File: src/rtl/apb_protocol_monitor.sv
// rtl/apb_protocol_monitor.sv - passive APB slave-port monitor: sticky violation flags, transfer stats, last-transfer capture
// Define APB_MON_TIMEOUT_EN to build the wait-state counter and the err_flags[5] TIMEOUT check.
module apb_protocol_monitor #(
  parameter int ADDR_WIDTH     = 32,
  parameter int DATA_WIDTH     = 32,
  parameter int COUNT_WIDTH    = 16,
  parameter int TIMEOUT_CYCLES = 16
) (
  input  logic                   PCLK,
  input  logic                   PRESETn,
  input  logic                   PSEL,
  input  logic                   PENABLE,
  input  logic                   PWRITE,
  input  logic                   PREADY,
  input  logic                   PSLVERR,
  input  logic [ADDR_WIDTH-1:0]  PADDR,
  input  logic [DATA_WIDTH-1:0]  PWDATA,
  input  logic [DATA_WIDTH-1:0]  PRDATA,
  input  logic                   clr,
  output logic [5:0]             err_flags,
  output logic                   err_pulse,
  output logic                   xfer_done,
  output logic [ADDR_WIDTH-1:0]  last_addr,
  output logic [DATA_WIDTH-1:0]  last_data,
  output logic                   last_write,
  output logic [COUNT_WIDTH-1:0] wr_count,
  output logic [COUNT_WIDTH-1:0] rd_count,
  output logic [COUNT_WIDTH-1:0] slverr_count
);

  typedef enum logic [1:0] {IDLE, SETUP, ACCESS} state_t;

  state_t                state, state_n;
  logic [ADDR_WIDTH-1:0] cap_addr;
  logic [DATA_WIDTH-1:0] cap_wdata;
  logic                  cap_write;
  logic                  capture, access, done;
  logic [4:0]            viol;
  logic                  timeout_hit;
  logic [5:0]            viol_all;

  function automatic logic [COUNT_WIDTH-1:0] bump(input logic [COUNT_WIDTH-1:0] cnt,
                                                  input logic inc, input logic zero);
    logic [COUNT_WIDTH-1:0] base;
    base = zero ? '0 : cnt;
    return (inc && base != '1) ? base + COUNT_WIDTH'(1) : base;
  endfunction

  // The SETUP->ACCESS edge is itself the first ACCESS cycle, so a zero-wait
  // transfer completes there and takes only two edges.
  always_comb begin
    state_n = state;
    capture = 1'b0;
    access  = 1'b0;
    viol    = '0;
    unique case (state)
      IDLE: begin
        if (PSEL && !PENABLE) begin
          state_n = SETUP;
          capture = 1'b1;
        end else if (PENABLE) begin
          if (PSEL && xfer_done) viol[3] = 1'b1;
          else                   viol[1] = 1'b1;
        end
      end
      SETUP: begin
        if (PSEL && PENABLE) begin
          access = 1'b1;
        end else if (PSEL) begin
          viol[0] = 1'b1;
          capture = 1'b1;
        end else begin
          viol[0] = 1'b1;
          state_n = IDLE;
        end
      end
      ACCESS: begin
        if (!PSEL) begin
          viol[4] = 1'b1;
          state_n = IDLE;
        end else if (!PENABLE) begin
          viol[4] = 1'b1;
          capture = 1'b1;
          state_n = SETUP;
        end else begin
          access = 1'b1;
        end
      end
      default: state_n = IDLE;
    endcase
    if (access) begin
      if (PADDR != cap_addr || PWRITE != cap_write || (cap_write && PWDATA != cap_wdata))
        viol[2] = 1'b1;
      state_n = PREADY ? IDLE : ACCESS;
    end
  end

  assign done     = access && PREADY;
  assign viol_all = {timeout_hit, viol};

`ifdef APB_MON_TIMEOUT_EN
  localparam int WAIT_W = $clog2(TIMEOUT_CYCLES + 1);
  localparam logic [WAIT_W-1:0] WAIT_MAX = WAIT_W'(TIMEOUT_CYCLES);

  logic [WAIT_W-1:0] wait_cnt, wait_base, wait_n;

  // Counter parks at WAIT_MAX so the flag fires only once per transfer.
  always_comb begin
    wait_base   = (state == SETUP) ? '0 : wait_cnt;
    wait_n      = wait_cnt;
    timeout_hit = 1'b0;
    if (access) begin
      wait_n = wait_base;
      if (!PREADY && wait_base != WAIT_MAX) begin
        wait_n      = wait_base + WAIT_W'(1);
        timeout_hit = (wait_n == WAIT_MAX);
      end
    end
  end

  always_ff @(posedge PCLK or negedge PRESETn) begin
    if (!PRESETn) wait_cnt <= '0;
    else          wait_cnt <= wait_n;
  end
`else
  assign timeout_hit = 1'b0;
`endif

  always_ff @(posedge PCLK or negedge PRESETn) begin
    if (!PRESETn) begin
      state        <= IDLE;
      cap_addr     <= '0;
      cap_wdata    <= '0;
      cap_write    <= 1'b0;
      err_flags    <= '0;
      err_pulse    <= 1'b0;
      xfer_done    <= 1'b0;
      last_addr    <= '0;
      last_data    <= '0;
      last_write   <= 1'b0;
      wr_count     <= '0;
      rd_count     <= '0;
      slverr_count <= '0;
    end else begin
      state <= state_n;
      if (capture) begin
        cap_addr  <= PADDR;
        cap_write <= PWRITE;
        cap_wdata <= PWDATA;
      end
      err_flags <= (clr ? 6'b0 : err_flags) | viol_all;
      err_pulse <= |viol_all;
      xfer_done <= done;
      if (done) begin
        last_addr  <= cap_addr;
        last_write <= cap_write;
        last_data  <= cap_write ? PWDATA : PRDATA;
      end
      wr_count     <= bump(wr_count, done && cap_write, clr);
      rd_count     <= bump(rd_count, done && !cap_write, clr);
      slverr_count <= bump(slverr_count, done && PSLVERR, clr);
    end
  end

endmodule

File: config.mk
export PLATFORM = sky130hd
export DESIGN_NAME = apb_protocol_monitor
export DESIGN_NICKNAME = d
export VERILOG_FILES = /design/src/rtl/apb_protocol_monitor.sv
export SDC_FILE = /design/constraint.sdc
export NUM_CORES = 1
export LEC_CHECK = 0
export CORE_MARGIN = 3
export CORE_UTILIZATION = 25
export CTS_CLUSTER_DIAMETER = 60
export DETAILED_ROUTE_END_ITERATION = 8
export PLACE_DENSITY = 0.58
export SYNTH_ARGS = -nofsm -noshare
export SYNTH_HDL_FRONTEND = slang
export SYNTH_SLANG_ARGS = --single-unit
File: constraint.sdc
create_clock -name PCLK -period 3.8 [get_ports PCLK]
set_input_delay 0.38 -clock PCLK [delete_from_list [all_inputs] [get_ports PCLK]]
set_output_delay 0.38 -clock PCLK [all_outputs]
set_load 0.03 [all_outputs]
# Yosys cells after proc, flatten, opt, wreduce, memory -nomap -nowiden
# Cells that the tools add are included.
[classes]
addsub = 3
eq_ne = 12
muxes = 40
bitwise_logic = 1
n_reduce_logical = 18
[op_table]
columns = ["operator", "count"]
rows = [
  ["16-bit two-way mux", 6],
  ["32-bit inequality test", 2],
  ["16-bit by 1-bit adder with 16-bit output, second input constant", 3],
  ["16-bit inequality test, second input constant", 3],
  ["32-bit two-way mux", 1],
  ["1-bit two-way mux", 22],
  ["2-bit two-way mux", 7],
  ["1-bit logical AND", 11],
  ["3-bit inequality test, second input constant", 3],
  ["6-bit two-way mux", 1],
  ["6-bit by 5-bit OR with 6-bit output", 1],
  ["2-bit one-hot mux with 3 select lines", 1],
  ["5-bit OR reduction", 1],
  ["4-bit inequality test, second input constant", 1],
  ["4-bit AND reduction", 1],
  ["1-bit one-hot mux with 3 select lines", 1],
  ["2-bit by 1-bit equality test with 1-bit output, second input constant", 1],
  ["2-bit equality test, second input constant", 1],
  ["1-bit logical NOT", 2],
  ["2-bit logical NOT", 1],
  ["1-bit logical OR", 2],
  ["1-bit one-hot mux with 2 select lines", 1],
  ["1-bit inequality test", 1],
]
[totals]
ff_bits = 188
in_bits = 104
output_inout_bits = 121

# Longest topological paths before layout
[depth]
ltp_word = 7
depth_mapped = 10
depth_no_buf = 7

# Worst setup path after synthesis
# OpenSTA, ideal clock, no wires.
[synth_timing]
path_kind = "input -> register"
from = "in clr"
to = "reg wr_count[11]"
setup_ns = 0.078
t_arrival_ns = 2.277
required_ns = 3.722
setup_slack_ns = 1.445
stages = 10
n_path_buf = 3
cell_sequence = "buf_4 -> clkbuf_1 -> nor2b_1 -> ha_1 -> and3_1 -> and3_4 -> a21o_1 -> buf_2 -> or4_1 -> a21oi_1"
[synth_via]
elab_chain_len = 4
word_cells_on_any_way = 5
[synth_lines]
columns = ["item", "line_no", "rtl"]
rows = [
  ["start, declared", "19", "input logic clr,"],
  ["16-bit two-way mux (*)", "45", "base = zero ? '0 : cnt;"],
  ["parallel branches: the longest is 2 deep, another holds 16-bit by 1-bit adder with 16-bit output", "n/a", ""],
  ["16-bit two-way mux (*)", "46", "return (inc && base != '1) ? base + COUNT_WIDTH'(1) : base;"],
  ["end signal, assigned", "159", "wr_count <= bump(wr_count, done && cap_write, clr);"],
  ["end, declared", "26", "output logic [COUNT_WIDTH-1:0] wr_count,"],
]
# Mark *: on every way between the ends.
# A chain may end at the register's enable or synchronous reset.

# Final worst setup path
[layout_timing]
from = "reg state[0]"
to = "reg rd_count[13]"
[layout_via]
elab_chain_len = 6
word_cells_on_any_way = 7
[layout_lines]
columns = ["item", "line_no", "rtl"]
rows = [
  ["start, declared", "33", "state_t state, state_n;"],
  ["start signal, assigned", "145", "state <= state_n;"],
  ["2-bit equality test or 2-bit by 1-bit equality test with 1-bit output (tied branches)", "56", "unique case (state)"],
  ["1-bit one-hot mux with 2 select lines (*)", "56", ""],
  ["1-bit logical AND (*)", "98", "assign done = access && PREADY;"],
  ["1-bit logical AND (*)", "160", "rd_count <= bump(rd_count, done && !cap_write, clr);"],
  ["1-bit logical AND (*)", "46", ""],
  ["16-bit two-way mux (*)", "46", ""],
  ["end signal, assigned", "160", ""],
  ["end, declared", "27", "output logic [COUNT_WIDTH-1:0] rd_count,"],
]
# Every way passes the cells marked *; elsewhere a longest branch is shown, timed or not.

==> results.py <==
metrics = {
    "outcome": {
        "status": "finished with violations",
        "violations": "hold timing",
    },
    "clock_network": {
        "root_buffer": "clkbuf_16",
        "path_clk_slew_ns": 0.07,
        "htreeDepth": 4,
        "postCtsHoldBufs": 0,
        "cts_resized": 0,
        "cts_tree": "done",
        "cts.sinks": 187,
        "post-cts-setup-buffers": 0,
        "cts_buffers": 17,
        "clk_latency_ns": 0.44,
        "ctsLongestPathBuffers": 2,
    },
    "grt": {
        "grt_pass1_vias": 6647,
        "grt.overflow.total": 0,
        "grt_max_degree": 85,
        "antenna_found_initial": 1,
        "grt_usage_pct": 12.62,
        "grt_pass1_wl_mm": 37.72,
    },
    "logic_synthesis": {
        "netlist_instances": 757,
        "yosysSeqAreaShare_pct": 52.80,
        "post-synth-top-area-cell": "dfrtp_1",
        "syn_area_um2": 8862,
        "synth_async_sr_flop_share_pct": 100.0,
        "synth_ff_type": "dfrtp_1",
        "synth_area_leaders": "dfrtp_1 (53%), mux2_2 (13%), xor2_1 (6.4%), mux2i_1 (3.7%), xnor2_1 (3.2%)",
        "synth_edf_count": 0,
        "yosys_warnings": 0,
        "syn-num-nets": 868,
        "syn_avg_cell_area_um2": 11.71,
        "synth-seq-cells": 187,
        "synth_top_area_share_pct": 52.80,
        "yosysUniqueCellTypes": 52,
    },
    "finish": {
        "final_cell_mix": "clkdlybuf4s50_1 (221), dfrtp_1 (186), mux2_2 (100), nand2_1 (65), xor2_1 (65)",
        "final_cells": 1439,
        "final_nets": 1082,
        "final_common_cell": "clkdlybuf4s50_1",
        "antennaDiodeCount": 0,
        "fillCellCount": 3497,
        "area_growth_pct": 38.08,
        "layout-drive-gt1-share_pct": 15.85,
    },
    "setup_path": {
        "startpoint": "state[0]",
        "ff2ff_path_depth": 8,
        "r2r_start": "state[0]",
        "worstPathRequired_ns": 4.13,
        "path_class": "flop to flop",
        "reg2reg_slack_ns": 1.04,
        "endpoint_kind": "flop",
        "arrival_ns": 3.08,
        "worstPathMaxFanout": 15,
        "startpoint_type": "flop",
        "r2r_end": "rd_count[13]",
    },
    "route": {
        "wl_mm": 23.72,
        "routed-via-count": 6437,
        "wl_per_cell_um": 16.49,
        "routed_via_density": 4.473,
        "ant_nets": 0,
        "drtPass1Iterations": 4,
        "drt_iter0_markers": 193,
        "drc": 0,
    },
    "sta": {
        "setup_violations": 0,
        "worst_slack_ns": 1.045,
        "finalHoldViolations": 4,
        "clock_skew_ns": 0.009334,
        "period_share_pct": 72.51,
        "finalMaxSlewViolations": 0,
        "fmax_mhz": 362.9,
        "slew_headroom_pct": 35.27,
        "fin_crit_ns": 2.755,
        "whs_ns": -0.008332,
        "tightest_slew_ns": 0.9689,
        "rsz0062_at_grt": "no",
        "tns_ns": 0,
    },
    "floorplan": {
        "boundaryPins": 225,
        "fp-row-count": 68,
        "die_x_um": 194.3,
        "initial_core_util_pct": 25.53,
        "core_um2": 34710,
        "die_area_um2": 37740,
        "die_h_um": 194.3,
    },
    "power": {
        "pwr-share-seq_pct": 38.9,
        "powerDensity_nw_per_um2": 677.4,
        "switching_share_pct": 36.34,
        "vdd_ir_drop_max_mv": 0.3501,
        "leakage_nw": 5.024,
        "comb_power_share_pct": 38.4,
        "clockPowerShare_pct": 22.7,
        "power.switching_mw": 3.012,
        "p_int_mw": 5.277,
    },
    "placement": {
        "dpl.cell_count": 1407,
        "dpl.hpwl_mm": 17.11,
        "globalplace.congestion": 0.7928,
        "portBuffers": 223,
        "place_ws_ns": 0.8254,
    },
    "worst_hold_path": {
        "hold_path.class": "input port to asynchronous set/reset pin",
    },
    "flow_run": {
        "max_cap_violations": 0,
    },
}
-- worst max path at each step --
stage | end | depth (start not counted)
after global placement | rd_count[13] | 7
after floorplan | wr_count[11] | 10
after CTS | rd_count[13] | 8
after detailed placement | rd_count[13] | 7
final | rd_count[13] | 8
after global routing | rd_count[13] | 8
-- final cells by class --
| type | instances | area (um2) | share of cell area (%) |
|---|---|---|---|
| flip-flops and latches | 187 | 4681 | 38.25 |
| multi-input cells | 523 | 3991 | 32.62 |
| repair buffers | 231 | 2341 | 19.13 |
| well taps | 455 | 569.3 | 4.652 |
| clock buffers | 18 | 439.2 | 3.589 |
| clock inverters | 14 | 173.9 | 1.421 |
| inverters | 11 | 41.29 | 0.3374 |
-- flip-flops by register name, summed over array words and instances, names as in the netlist --
register      cells
err_flags         5
wr_count         16
rd_count         16
slverr_count     16
last_write        1
xfer_done         1
cap_write         1
last_addr        32
cap_addr         32
last_data        32
cap_wdata        32
state             2
err_pulse         1
-- worst max-delay path: stages, from the launching register on --
cell and delay, ns:
dfrtp_1 0.42, inv_1 0.10, ha_1 0.25, o2111a_1 0.29, buf_4 0.20, nand3b_1 0.20, o21bai_1 0.46, nor4_1 0.35
mux2_2 0.37
-- stage by stage --
| stage | instance area [um2] | power, mW | hold slack [ns] | util [%] |
|---|---|---|---|---|
| global placement | 11620 | 6.448 | 0.4609 | 33.48 |
| floorplan | 8862 | 5.164 | 0.08441 | - |
| CTS | 12240 | 8.460 | 0.02039 | 35.25 |
| detailed placement | 11620 | 6.510 | 0.4696 | 33.48 |
| finish | 12240 | 8.289 | -0.008332 | 35.25 |
| global route | 12240 | 8.830 | 0.02081 | 35.25 |
-- synthesized netlist by cell type, types with 3 or more instances --
cell      instances
nor4_1           26
clkbuf_1         19
xnor2_1          32
or3_1             3
ha_1              7
and3_1            5
and4_1            5
nand2b_1          4
a211oi_1          6
nor2_1           25
nand4_1          15
mux2_2          100
dfrtp_1         187
nand3_1          22
inv_1            10
buf_1             4
a21oi_1          11
nor2b_1          12
xor2_1           65
buf_2            10
mux2i_1          33
o21ai_0          38
o31ai_1           6
nand2_1          66
or4_1             5
nor3_1            9
-- power by group through the flow --
stage	combinational, mW	clock [mW]	sequential, mW
final	3.19	1.88	3.22
after global routing	3.46	2.04	3.33
after CTS	3.26	1.97	3.24
after detailed placement	3.24	0	3.27
after global placement	3.21	0	3.24
after floorplan	1.30	0	3.87
-- per-layer routing --
| metal | track usage (%) | wire (um) | up-vias | share of wire [%] |
|---|---|---|---|---|
| li1 | - | - | 3102 | - |
| met4 | 2.606 | 187 | 2 | 0.79 |
| met1 | 16.21 | 10870 | 3173 | 46 |
| met5 | 0 | 7 | - | 0.030 |
| met3 | 4.605 | 1580 | 13 | 6.7 |
| met2 | 20.55 | 11080 | 147 | 47 |
-- cells by family (layout without fill, tap and decap cells) --
kind of cell             count (synthesis)  after routing  share of synthesized area (%)
AO/OA/AOI/OAI                           76             76                          5.393
XOR/XNOR                                97             97                          9.586
adder cells (fa/ha/maj)                  7              7                         0.9882
buffers and inverters                   47            274                          2.301
flip-flops                             187            187                          52.80
multiplexers                           133            133                          16.43
other                                    1              1                        0.04231
AND/OR/NAND/NOR                        209            209                          12.45
Power figures use the tool's default switching activity.
